File: config.mk
export PLATFORM = sky130hd
export DESIGN_NAME = att_pattern_gen_flat
export DESIGN_NICKNAME = d
export VERILOG_FILES = /design/src/rtl/att_cfg_if.sv /design/src/rtl/att_pattern_gen.sv /design/src/flat_wrapper.sv
export SDC_FILE = /design/constraint.sdc
export NUM_CORES = 1
export LEC_CHECK = 0
export BUFFER_PORTS_ARGS = -buffer_cell sky130_fd_sc_hd__buf_2
export CAP_MARGIN = 10
export CORE_MARGIN = 5
export CORE_UTILIZATION = 50
export CTS_CLUSTER_SIZE = 10
export DETAILED_ROUTE_END_ITERATION = 7
export MAX_ROUTING_LAYER = met4
export PLACE_DENSITY_LB_ADDON = 0.25
export SLEW_MARGIN = 20
export SYNTH_ARGS = -nofsm -noshare
export SYNTH_HDL_FRONTEND = slang
export SYNTH_SLANG_ARGS = --single-unit
export TNS_END_PERCENT = 1
File: constraint.sdc
create_clock -name CLK_MCO -period 10.3 [get_ports CLK_MCO]
set_input_delay 3.09 -clock CLK_MCO [delete_from_list [all_inputs] [get_ports CLK_MCO]]
set_output_delay 3.09 -clock CLK_MCO [all_outputs]
set_load 0.005 [all_outputs]
File: src/rtl/att_cfg_if.sv
// Configuration write port for att_pattern_gen: valid/ready handshake carrying
// one channel's mode, period and pattern.
interface att_cfg_if #(
    parameter int CHANNELS    = 4,
    parameter int PER_W       = 8,
    parameter int PATTERN_LEN = 8
);
    localparam int CH_W = (CHANNELS > 1) ? $clog2(CHANNELS) : 1;

    logic                   CFG_VALID;
    logic                   CFG_READY;
    logic [CH_W-1:0]        CFG_CH;
    logic [1:0]             CFG_MODE;
    logic [PER_W-1:0]       CFG_PERIOD;
    logic [PATTERN_LEN-1:0] CFG_PATTERN;

    modport master (
        output CFG_VALID, CFG_CH, CFG_MODE, CFG_PERIOD, CFG_PATTERN,
        input  CFG_READY
    );

    modport slave (
        input  CFG_VALID, CFG_CH, CFG_MODE, CFG_PERIOD, CFG_PATTERN,
        output CFG_READY
    );
endinterface

File: src/rtl/att_pattern_gen.sv
// Multi-channel attention/LED driver: shared prescaled tick, per-channel
// OFF/ON/BLINK/PATTERN modes configured through a valid/ready write port.
module att_channel #(
    parameter int PER_W       = 8,
    parameter int PATTERN_LEN = 8
) (
    input  logic                   clk,
    input  logic                   rst,
    input  logic                   tick_i,
    input  logic                   wr_i,
    input  logic [1:0]             mode_i,
    input  logic [PER_W-1:0]       period_i,
    input  logic [PATTERN_LEN-1:0] pattern_i,
    output logic                   att_o
);
    localparam int IDX_W = $clog2(PATTERN_LEN);

    typedef enum logic [1:0] {M_OFF = 2'd0, M_ON = 2'd1, M_BLINK = 2'd2, M_PAT = 2'd3} mode_e;

    mode_e                  mode_q, mode_d;
    logic [PER_W-1:0]       per_q, per_d;
    logic [PER_W-1:0]       cnt_q, cnt_d;
    logic [PATTERN_LEN-1:0] pat_q, pat_d;
    logic [IDX_W-1:0]       idx_q, idx_d, idx_nxt;
    logic                   att_q, att_d;

    always_comb begin
        mode_d  = mode_q;
        per_d   = per_q;
        cnt_d   = cnt_q;
        pat_d   = pat_q;
        idx_d   = idx_q;
        att_d   = att_q;
        idx_nxt = idx_q + IDX_W'(1);
        // A write on a tick edge wins: the channel restarts and that tick is dropped.
        if (wr_i) begin
            mode_d = mode_e'(mode_i);
            per_d  = (period_i == '0) ? PER_W'(1) : period_i;
            pat_d  = pattern_i;
            cnt_d  = '0;
            idx_d  = '0;
            att_d  = (mode_i == 2'd0) ? 1'b0 : (mode_i == 2'd3) ? pattern_i[0] : 1'b1;
        end else if (tick_i && (mode_q == M_BLINK || mode_q == M_PAT)) begin
            if (cnt_q == per_q - PER_W'(1)) begin
                cnt_d = '0;
                if (mode_q == M_BLINK) begin
                    att_d = ~att_q;
                end else begin
                    idx_d = idx_nxt;
                    att_d = pat_q[idx_nxt];
                end
            end else begin
                cnt_d = cnt_q + PER_W'(1);
            end
        end
    end

    always_ff @(posedge clk or posedge rst) begin
        if (rst) begin
            mode_q <= M_OFF;
            per_q  <= PER_W'(1);
            cnt_q  <= '0;
            pat_q  <= '0;
            idx_q  <= '0;
            att_q  <= 1'b0;
        end else begin
            mode_q <= mode_d;
            per_q  <= per_d;
            cnt_q  <= cnt_d;
            pat_q  <= pat_d;
            idx_q  <= idx_d;
            att_q  <= att_d;
        end
    end

    assign att_o = att_q;
endmodule

module att_pattern_gen #(
    parameter int CHANNELS    = 4,
    parameter int PRESCALE    = 12000000,
    parameter int PER_W       = 8,
    parameter int PATTERN_LEN = 8
) (
    input  logic                CLK_MCO,
    input  logic                RST,
    att_cfg_if.slave            cfg,
    output logic [CHANNELS-1:0] ATT,
    output logic                TICK
);
    localparam int CH_W = (CHANNELS > 1) ? $clog2(CHANNELS) : 1;
    localparam int PS_W = (PRESCALE > 1) ? $clog2(PRESCALE) : 1;

    logic [PS_W-1:0] presc_q, presc_d;
    logic            tick_q, tick_d;
    logic            ready_q, ready_d;
    logic            accept;

    assign accept = cfg.CFG_VALID & ready_q;

    always_comb begin
        tick_d  = (presc_q == PS_W'(PRESCALE - 1));
        presc_d = tick_d ? '0 : presc_q + PS_W'(1);
        // One commit cycle after every accept; out-of-range channels still handshake.
        ready_d = ~accept;
    end

    always_ff @(posedge CLK_MCO or posedge RST) begin
        if (RST) begin
            presc_q <= '0;
            tick_q  <= 1'b0;
            ready_q <= 1'b1;
        end else begin
            presc_q <= presc_d;
            tick_q  <= tick_d;
            ready_q <= ready_d;
        end
    end

    for (genvar g = 0; g < CHANNELS; g++) begin : g_ch
        att_channel #(
            .PER_W      (PER_W),
            .PATTERN_LEN(PATTERN_LEN)
        ) u_ch (
            .clk      (CLK_MCO),
            .rst      (RST),
            .tick_i   (tick_q),
            .wr_i     (accept && (cfg.CFG_CH == CH_W'(g))),
            .mode_i   (cfg.CFG_MODE),
            .period_i (cfg.CFG_PERIOD),
            .pattern_i(cfg.CFG_PATTERN),
            .att_o    (ATT[g])
        );
    end

    assign cfg.CFG_READY = ready_q;
    assign TICK          = tick_q;
endmodule

File: src/flat_wrapper.sv
// flat-port wrapper written by rule: the top's interface ports become plain ports
module att_pattern_gen_flat 
#(
    parameter int CHANNELS    = 4,
    parameter int PRESCALE    = 12000000,
    parameter int PER_W       = 8,
    parameter int PATTERN_LEN = 8
)
  (CLK_MCO, RST, ATT, TICK, cfg_CFG_VALID, cfg_CFG_CH, cfg_CFG_MODE, cfg_CFG_PERIOD, cfg_CFG_PATTERN, cfg_CFG_READY);
  att_cfg_if #(.CHANNELS(CHANNELS), .PER_W(PER_W), .PATTERN_LEN(PATTERN_LEN)) cfg_i ();
  input  logic CLK_MCO;
  input  logic RST;
  output logic [CHANNELS-1:0] ATT;
  output logic TICK;
  input wire logic [$bits(cfg_i.CFG_VALID)-1:0] cfg_CFG_VALID;
  input wire logic [$bits(cfg_i.CFG_CH)-1:0] cfg_CFG_CH;
  input wire logic [$bits(cfg_i.CFG_MODE)-1:0] cfg_CFG_MODE;
  input wire logic [$bits(cfg_i.CFG_PERIOD)-1:0] cfg_CFG_PERIOD;
  input wire logic [$bits(cfg_i.CFG_PATTERN)-1:0] cfg_CFG_PATTERN;
  output wire logic [$bits(cfg_i.CFG_READY)-1:0] cfg_CFG_READY;
  assign cfg_i.CFG_VALID = cfg_CFG_VALID;
  assign cfg_i.CFG_CH = cfg_CFG_CH;
  assign cfg_i.CFG_MODE = cfg_CFG_MODE;
  assign cfg_i.CFG_PERIOD = cfg_CFG_PERIOD;
  assign cfg_i.CFG_PATTERN = cfg_CFG_PATTERN;
  assign cfg_CFG_READY = cfg_i.CFG_READY;
  att_pattern_gen #(.CHANNELS(CHANNELS), .PRESCALE(PRESCALE), .PER_W(PER_W), .PATTERN_LEN(PATTERN_LEN)) u_core (.CLK_MCO(CLK_MCO), .RST(RST), .cfg(cfg_i), .ATT(ATT), .TICK(TICK));
endmodule
==> flow_summary.ini, run 1 <==
[synthesis]
synth_warnings = 0
synth_area_leader_cell = dfrtp_1
post_synth.cell_area_avg_sq_um = 9.23
synthDistinctLibCells = 60
syn_inst = 832
syn-cell-area_sq_um = 7680
synth_most_common_cell = nand2_1
synth_top_area_share = 0.460
synthFlopType = dfrtp_1
synth_nets = 868
synth_edf_count = 0
synth.ff_latch_count = 146
ys_seq_area_frac = 0.477
post_synth_most_frequent_cells = nand2_1, dfrtp_1, nor2_1
synthArstFlopShare = 1.00
synthTopCellsByArea = dfrtp_1, nand2_1, xnor2_1

[detailed_routing]
wl_per_cell_um = 15.8
viasPerCell = 5.55
drtPass1Iterations = 5
drt_iter0_drc = 429
antenna_left = 0
wl_um = 16700
vias = 5866
drcViolationCount = 0

[critical_path]
start_kind = flip-flop
critPathBufInv = 1
critPathSlowestCell = dfrtp_1
reg2reg_slack_ns = 7.60
criticalPathCategory = reg2out
r2r-start = u_core.g_ch[3].u_ch.per_q[0]$_DFFE_PP1P_
required_ns = 7.21
cp.arrival_ns = 1.25
rr_endpoint = u_core.g_ch[3].u_ch.idx_q[0]$_DFFE_PP0P_
cpLargestDelayFamily = flip-flops
cp_slowest_stage_delay_ns = 0.62
setup.worst_path.end = TICK
crit_fanout = 9
crit_path_end_kind = output port
cp_num_cells = 1
worstPathCellList = buf_2
crit_start = u_core.TICK$_DFF_PP0_
reg2reg_depth = 7

[sta]
rsz0062_at_grt = false
hold_viol_final = 0
setup_violations = 0
fin_crit_ns = 4.34
finalClockSkew_ns = 0.00729
fin_setup_tns_ns = 0
worst_pin_slew_ns = 1.02
max_slew_margin = 0.320
period_share = 0.422
slew_viol_final = 0
max_freq_mhz = 230

[power_and_ir_drop]
sequentialPowerShare = 0.439
p_clk_frac = 0.409
vdd_drop_max_v = 0.000141
p_leak_nw = 4.11
intPower_mw = 1.13
p_sw_frac = 0.284
p_comb_frac = 0.152
powerDensity_nw_per_um2 = 183
p_sw_mw = 0.449

[cts]
insertion_delay_ns = 0.43
cts_tree = yes
clockRootBuffer = clkbuf_16
cts_buffer_depth = 2
cts_inserted_buffers = 17
cts.sinks = 146
path_clk_slew_ns = 0.06
cts_max_level = 4
cts_resized = 0
cts_hold_buf = 0
postCtsSetupBuffers = 0

[cells_and_area]
ff_latch_area_sq_um = 3660
drive_gt1_frac = 0.107
antenna-diode-count = 0
nNetsFinal = 892
multi_input_area_sq_um = 3840
area_growth_pct = 12.1
fin_area_sq_um = 8610
fill_cells = 1374

[floorplanning]
core-area_sq_um = 15100
ios = 29
initial_core_util = 0.507
fp.dieW_um = 134
rows = 45
die_y_um = 134
dieArea_sq_um = 17900

[status]
outcome = complete, no violations

[grt]
grt_overflow = 0
grtUsageTotal = 0.206
grt_max_degree = 101
grt_pass1_vias = 5874
grt_pass1_wl_um = 29100
antenna_found_initial = 0

[min_path]
hold_class = reg2reg
hold_start = u_core.g_ch[3].u_ch.pat_q[3]$_DFFE_PP0P_

[job]
maxCapViolCount = 0

[placement]
hpwl_um = 11300
dpl_cell_area_sq_um = 7990
portBuffers = 28
place.gp.congestion = 0.812
sequential cells by signal, summed over array words and instances (netlist names):
| name | flops |
|---|---|
| u_core.g_ch.u_ch.per_q | 32 |
| u_core.g_ch.u_ch.cnt_q | 32 |
| u_core.cfg.CFG_READY | 1 |
| u_core.g_ch.u_ch.idx_q | 12 |
| u_core.g_ch.u_ch.mode_q | 8 |
| u_core.g_ch.u_ch.att_o | 4 |
| u_core.TICK | 1 |
| u_core.presc_q | 24 |
| u_core.g_ch.u_ch.pat_q | 32 |
area by class of cell:
cell class | count | share of cell area
clock buffer | 18 | 0.0510
clock inverter | 14 | 0.0206
inverter | 16 | 0.00756
multi-input combinational | 640 | 0.446
sequential | 146 | 0.425
tap | 188 | 0.0273
timing repair buffer | 35 | 0.0224
kinds of logic after synthesis:
family                   synth area share
flip-flops                          0.477
buffers and inverters              0.0244
AO/OA/AOI/OAI                      0.0750
AND/OR/NAND/NOR                     0.259
adder cells (fa/ha/maj)            0.0212
XOR/XNOR                           0.0965
multiplexers                       0.0474
worst reg2reg max path: cells and delay by family (launching register included):
family	cells	cell delay [ns]
buffers and inverters	1	0.06
and+or+nand+nor	2	0.79
muxes	1	0.24
xor gates and xnor gates	1	0.14
DFF	1	0.58
adders and majority gates	1	0.25
AOI/OAI and AO/OA	1	0.56
metrics by stage:
stage	total power, mW	cells	hold slack (ns)	util	worst slack, ns
final	1.58	1057	0.469	0.568	5.96
after global routing	1.66	1057	0.497	0.568	5.90
after CTS	1.59	1057	0.472	0.568	5.93
after detailed placement	0.942	1025	0.457	0.528	5.62
after global placement	0.935	1025	0.452	0.528	5.68
after floorplan	0.877	832	0.437	-	3.30
per-layer routing:
metal,up-vias,GRT usage,wire length [um]
li1,2878,-,-
met3,26,0.0473,651
met1,2846,0.284,8110
met5,-,-,0
met4,0,0.0589,286
met2,116,0.308,7670
cells in the final DEF, fill, tap and decap left out, types with 5 or more instances in the layout:
cell type	netlist	routed
a21oi_1	17	17
nor3b_1	6	6
ha_1	13	13
dfstp_2	5	5
inv_6	0	5
buf_4	4	7
mux2i_1	15	15
nand4_1	15	15
xnor2_1	46	46
nand2_1	252	252
buf_2	0	28
clkbuf_16	0	17
and4_1	7	7
and3_1	10	10
o21ai_0	20	20
nor2_1	57	57
xor2_1	36	36
mux4_2	8	8
nor2b_1	9	9
a22o_1	5	5
nand2b_1	9	9
nor3_1	21	19
nand3_1	21	21
inv_1	16	15
dfrtp_1	141	141
power by group through the flow:
stage               clock, mW  sequential (mW)  combinational [mW]
detailed placement          0            0.703               0.239
floorplan                   0            0.684               0.193
global placement            0            0.703               0.233
global route            0.682            0.703               0.276
CTS                     0.654            0.693               0.241
finish                  0.646            0.694               0.239
worst min-delay path by stage:
stage	slack (ns)	cells after the start	end
5_1_grt	0.50	1	u_core.presc_q[6]$_DFF_PP0_
3_5_place_dp	0.46	2	u_core.g_ch[3].u_ch.pat_q[3]$_DFFE_PP0P_
4_1_cts	0.47	2	u_core.g_ch[3].u_ch.pat_q[3]$_DFFE_PP0P_
2_1_floorplan	0.44	2	u_core.g_ch[0].u_ch.mode_q[0]$_DFFE_PP0P_
3_3_place_gp	0.45	2	u_core.g_ch[0].u_ch.mode_q[0]$_DFFE_PP0P_
6_report	0.47	2	u_core.g_ch[3].u_ch.pat_q[3]$_DFFE_PP0P_
(Power assumes the default switching activity.)
==> inputs of run 2 (changes only) <==
==> constraint.sdc (replaced) <==
create_clock -name CLK_MCO -period 3.6 [get_ports CLK_MCO]
set_input_delay 1.08 -clock CLK_MCO [delete_from_list [all_inputs] [get_ports CLK_MCO]]
set_output_delay 1.08 -clock CLK_MCO [all_outputs]
set_load 0.005 [all_outputs]
==> run 2 against run 1 <==
Net effect: setup slack worse by 4.9 ns; critical endpoint is now u_core.g_ch[3].u_ch.idx_q[1]$_DFFE_PP0P_; combinational power grew to 2.9 times the previous value; power grew to 2.8 times the previous value; largest power group unchanged; non-clock buffer count is 3 higher; routed wire length is 0.26% higher; cell count is 0.28% higher; critical path depth is 6 higher; die area stayed put; largest cell class unchanged.
==> flow_summary.ini, run 2 (synthesis results as in run 1) <==
[cells_and_area]
fill_cells = 1363
area_growth_pct = 12.3
ff_latch_area_sq_um = 3660
nNetsFinal = 895
top_regs = u_core.g_ch.u_ch.cnt_q (32), u_core.g_ch.u_ch.pat_q (32), u_core.g_ch.u_ch.per_q (32)
multi_input_area_sq_um = 3840
final_cell_mix = nand2_1, dfrtp_1, nor2_1
fin_area_sq_um = 8620
mostFrequentLayoutCell = nand2_1
antenna-diode-count = 0
post-route-util = 0.569
drive_gt1_frac = 0.110

[status]
outcome = complete, no violations

[sta]
rsz0062_at_grt = false
period_share = 0.716
whs_ns = 0.472
max_freq_mhz = 388
finalClockSkew_ns = 0.0142
setup_ws_ns = 1.02
setup_violations = 0
hold_viol_final = 0
max_slew_margin = 0.409
fin_crit_ns = 2.58
fin_setup_tns_ns = 0
slew_viol_final = 0
worst_pin_slew_ns = 0.887

[detailed_routing]
antenna_left = 0
drtPass1Iterations = 5
drcViolationCount = 0
vias = 5874
viasPerCell = 5.54
drt_iter0_drc = 380
wl_um = 16800
wl_per_cell_um = 15.8

[power_and_ir_drop]
p_sw_mw = 1.27
p_clk_frac = 0.398
sequentialPowerShare = 0.447
p_leak_nw = 4.10
intPower_mw = 3.16
vdd_drop_max_v = 0.000330
p_comb_frac = 0.155
powerDensity_nw_per_um2 = 515
p_sw_frac = 0.287

[min_path]
whs_endpoint = u_core.g_ch[0].u_ch.pat_q[3]$_DFFE_PP0P_
holdPathStages = 2
hold_class = reg2reg
hold_start = u_core.g_ch[0].u_ch.pat_q[3]$_DFFE_PP0P_

[critical_path]
cp.arrival_ns = 2.92
start_kind = flip-flop
crit_start = u_core.g_ch[3].u_ch.per_q[0]$_DFFE_PP1P_
crit_fanout = 5
reg2reg_depth = 7
reg2reg_slack_ns = 1.02
r2r-start = u_core.g_ch[3].u_ch.per_q[0]$_DFFE_PP1P_
required_ns = 3.95
crit_path_end_kind = flip-flop
criticalPathCategory = reg2reg
rr_endpoint = u_core.g_ch[3].u_ch.idx_q[1]$_DFFE_PP0P_

[placement]
portBuffers = 28
hpwl_um = 11400
place.gp.congestion = 0.824
dpl_cell_area_sq_um = 8030
dpl_worst_slack_ns = 0.947

[grt]
grt_overflow = 0
antenna_found_initial = 0
grtUsageTotal = 0.205
grt_pass1_wl_um = 28700
grt_pass1_vias = 5784
grt_max_degree = 147

[cts]
cts_tree = yes
cts_hold_buf = 0
insertion_delay_ns = 0.43
cts.sinks = 146
cts_buffer_depth = 2
cts_inserted_buffers = 17
clockRootBuffer = clkbuf_16
cts_resized = 0
postCtsSetupBuffers = 0
path_clk_slew_ns = 0.06
cts_max_level = 4

[floorplanning]
ios = 29
dieArea_sq_um = 17900
die_y_um = 134
fp.dieW_um = 134
initial_core_util = 0.507
core-area_sq_um = 15100
rows = 45

[job]
maxCapViolCount = 0
run 2: final cells by class:
type	count	share of cell area
Inverter	16	0.00740
Sequential cell	146	0.425
Multi-Input combinational cell	640	0.445
Tap cell	188	0.0273
Clock inverter	14	0.0179
Timing Repair Buffer	38	0.0264
Clock buffer	18	0.0510
run 2: critical path, stage by stage, from the launching register on:
cell and delay, ns:
dfstp_2 0.57, inv_1 0.05, ha_1 0.25, xnor2_1 0.14
a2111oi_0 0.52, nand4_1 0.30, nor3_1 0.43, mux2i_1 0.23
run 2: worst max path at each step:
stage | cells past startpoint | slack, ns | endpoint
floorplan | 1 | 0.69 | u_core.TICK$_DFF_PP0_
global placement | 7 | 0.99 | u_core.g_ch[0].u_ch.cnt_q[5]$_DFFE_PP0P_
detailed placement | 7 | 0.95 | u_core.g_ch[0].u_ch.cnt_q[2]$_DFFE_PP0P_
CTS | 7 | 1.02 | u_core.g_ch[3].u_ch.idx_q[1]$_DFFE_PP0P_
global route | 7 | 0.72 | u_core.g_ch[3].u_ch.idx_q[1]$_DFFE_PP0P_
finish | 7 | 1.02 | u_core.g_ch[3].u_ch.idx_q[1]$_DFFE_PP0P_
run 2: metrics by stage:
step                total power [mW]  cells
floorplan                       2.51    832
global placement                2.67   1028
detailed placement              2.70   1028
CTS                             4.48   1060
global route                    4.66   1060
finish                          4.44   1060
run 2: power by group through the flow:
stage	Sequential [mW]	Combinational, mW	Clock (mW)
final	1.98	0.686	1.77
after global routing	2.01	0.783	1.87
after CTS	1.98	0.693	1.80
after detailed placement	2.01	0.685	0
after global placement	2.01	0.669	0
after floorplan	1.96	0.553	0
run 2: routing by layer:
metal | track usage | routed length (um)
met1 | 0.285 | 8200
met2 | 0.305 | 7640
met3 | 0.0424 | 668
met4 | 0.0589 | 261
met5 | - | 0
==> inputs of run 3 (changes only) <==
--- a/config.mk
+++ b/config.mk
@@ -5,6 +5,7 @@
 export SDC_FILE = /design/constraint.sdc
 export NUM_CORES = 1
 export LEC_CHECK = 0
+export ABC_AREA = 1
 export BUFFER_PORTS_ARGS = -buffer_cell sky130_fd_sc_hd__buf_2
 export CAP_MARGIN = 10
 export CORE_MARGIN = 5
==> constraint.sdc (replaced) <==
create_clock -name CLK_MCO -period 2.1 [get_ports CLK_MCO]
set_input_delay 0.63 -clock CLK_MCO [delete_from_list [all_inputs] [get_ports CLK_MCO]]
set_output_delay 0.63 -clock CLK_MCO [all_outputs]
set_load 0.005 [all_outputs]
==> run 3 against run 2 <==
Net effect: setup slack got worse by 0.89 ns; core utilization increased by 2.1 points; cell area up 9.2%; clock power rose by 63%; non-clock buffer count up 18; cell count rose by 31%; largest power group unchanged; count of clock-buffer cells in the layout rose by 2; power up 100%; sequential power grew 84%; area after synthesis grew 6.3%; global-route usage increased by 1.1 points; routed wire length increased by 12%.
==> flow_summary.ini, run 3 <==
[status]
outcome = complete, no violations

[synthesis]
synth_area_leader_cell = dfrtp_1
synthTopCellsByArea = dfrtp_1, nand2_1, inv_1
synthDistinctLibCells = 38
synth_most_common_cell = nand2_1
synthFlopType = dfrtp_1
synthArstFlopShare = 1.00
post_synth_most_frequent_cells = nand2_1, dfrtp_1, inv_1
synth_nets = 1144
ys_seq_area_frac = 0.448
synth_warnings = 0
synth_top_area_share = 0.432
syn-cell-area_sq_um = 8160
synth_edf_count = 0
syn_inst = 1108
synth.ff_latch_count = 146
post_synth.cell_area_avg_sq_um = 7.37

[cts]
path_clk_slew_ns = 0.06
clockRootBuffer = clkbuf_16
cts_hold_buf = 0
cts.sinks = 146
cts_max_level = 4
cts_buffer_depth = 2
insertion_delay_ns = 0.42
cts_tree = yes
cts_inserted_buffers = 17

[detailed_routing]
vias = 7060
drcViolationCount = 0
wl_um = 18800
wl_per_cell_um = 13.5
drt_iter0_drc = 372
drtPass1Iterations = 5
antenna_left = 0
viasPerCell = 5.09

[critical_path]
cp.arrival_ns = 2.27
required_ns = 2.40
criticalPathCategory = reg2reg
start_kind = flip-flop
crit_fanout = 7
crit_path_end_kind = flip-flop

[sta]
period_share = 0.938
slew_viol_final = 0
fin_setup_tns_ns = 0
max_freq_mhz = 508
setup_violations = 0
worst_pin_slew_ns = 0.645
fin_crit_ns = 1.97
finalClockSkew_ns = 0.00775
setup_ws_ns = 0.130
hold_viol_final = 0
rsz0062_at_grt = true
max_slew_margin = 0.569

[placement]
portBuffers = 28
place.gp.congestion = 0.858
dpl_cell_area_sq_um = 8710
dpl_worst_slack_ns = 0.0136
hpwl_um = 13600

[floorplanning]
fp.dieW_um = 138
ios = 29
rows = 46
initial_core_util = 0.512
core-area_sq_um = 15900
dieArea_sq_um = 19000
die_y_um = 138

[power_and_ir_drop]
p_sw_mw = 2.98
vdd_drop_max_v = 0.000809
finalPower_mw = 8.85
sequentialPowerShare = 0.412
p_sw_frac = 0.336
intPower_mw = 5.88
powerDensity_nw_per_um2 = 941
p_leak_nw = 4.92
p_comb_frac = 0.261
p_clk_frac = 0.326

[cells_and_area]
drive_gt1_frac = 0.119
fin_area_sq_um = 9410
mostFrequentLayoutCell = nand2_1
area_growth_pct = 15.3
final_cell_mix = nand2_1, dfrtp_1, inv_1
antenna-diode-count = 0
nNetsFinal = 1196
top_regs = u_core.g_ch.u_ch.cnt_q (32), u_core.g_ch.u_ch.pat_q (32), u_core.g_ch.u_ch.per_q (32)

[grt]
grtUsageTotal = 0.215
grt_max_degree = 35
grt_pass1_wl_um = 31400
grt_overflow = 0
antenna_found_initial = 0
grt_pass1_vias = 6485

[min_path]
hold_class = in2async

[job]
maxCapViolCount = 0
-- run 3: cell types whose count changed after synthesis, sizes merged, moves of 9 or more --
cell,change
nor3,-11
clkbuf,-10
mux2i,-15
nor2,+55
and3,-10
nand4,+14
nand2b,-9
xnor2,-35
o21ai,+78
nand2,+104
inv,+132
nor2b,-9
o22ai,+15
nand3,+48
-- run 3: routing by layer --
metal | track usage | share of wire | routed length [um] | up-vias
met1 | 0.293 | 0.48 | 8940 | 3300
met2 | 0.335 | 0.47 | 8880 | 132
met4 | 0.0593 | 0.013 | 244 | 0
met3 | 0.0373 | 0.040 | 743 | 18
li1 | - | - | - | 3610
met5 | - | 0 | 0 | -
-- run 3: power by group through the flow --
| stage | registers, mW | logic, mW | clock network [mW] |
|---|---|---|---|
| CTS | 3.64 | 2.24 | 2.95 |
| detailed placement | 3.68 | 2.23 | 0 |
| floorplan | 3.56 | 1.79 | 0 |
| finish | 3.65 | 2.31 | 2.89 |
| global placement | 3.68 | 2.17 | 0 |
| global route | 3.71 | 2.70 | 3.09 |
-- run 3: path summary, 6_finish.rpt --
check | start | end | slack (ns) | cells past startpoint
worst max-delay path | u_core.g_ch[0].u_ch.per_q[0]$_DFFE_PP1P_ | u_core.g_ch[0].u_ch.att_o$_DFFE_PP0P_ | 0.13 | 13
worst min-delay path | RST | u_core.g_ch[1].u_ch.idx_q[1]$_DFFE_PP0P_ | 0.29 | 2
min in group CLK_MCO | cfg_CFG_VALID | u_core.cfg.CFG_READY$_DFF_PP1_ | 0.37 | 2
worst max register to register | u_core.g_ch[0].u_ch.per_q[0]$_DFFE_PP1P_ | u_core.g_ch[0].u_ch.att_o$_DFFE_PP0P_ | 0.13 | 13
max in group asynchronous | RST | u_core.g_ch[3].u_ch.per_q[0]$_DFFE_PP1P_ | 1.19 | 3
worst min register to register | u_core.g_ch[0].u_ch.idx_q[1]$_DFFE_PP0P_ | u_core.g_ch[0].u_ch.idx_q[1]$_DFFE_PP0P_ | 0.48 | 2
-- run 3: repair_timing --
action	4_1_cts	5_1_grt
endpoints found under the setup margin	0	36
setup buffers	0	4
resized for setup	0	23
-- run 3: area by class of cell --
cell class              count  area, sq um
fillers                  1465         6530
clock buffers              20          457
inverters                 150          567
repair buffers             56          413
clock inverters            11          106
flip-flops and latches    146         3660
well taps                 216          270
multi-input cells         789         3940
-- run 3: kinds of logic (layout without fill, tap and decap cells) --
group,count (synthesis),in the layout,synth area share
and+or+nand+nor,587,588,0.305
buffers and inverters,174,237,0.0822
DFF,146,146,0.448
AOI/OAI and AO/OA,136,136,0.0885
xor gates and xnor gates,52,52,0.0558
adders and majority gates,13,13,0.0199
-- run 3: per-stage QoR --
| step | std cells | util | hold slack [ns] |
|---|---|---|---|
| final | 1388 | 0.590 | 0.292 |
| after global routing | 1388 | 0.590 | 0.327 |
| after CTS | 1383 | 0.582 | 0.295 |
| after detailed placement | 1352 | 0.546 | 0.467 |
| after global placement | 1352 | 0.546 | 0.461 |
| after floorplan | 1108 | - | 0.445 |
-- run 3: critical path, cell delays in order, from the launching register on --
cell     delay (ns)
dfstp_2        0.56
inv_2          0.07
ha_4           0.27
inv_1          0.03
nand2_1        0.05
nand2_1        0.04
nor2_1         0.11
nand4_1        0.09
nor2_1         0.10
nand2_1        0.11
nand2_4        0.14
nand2_1        0.10
nand2_1        0.11
o21ai_1        0.07
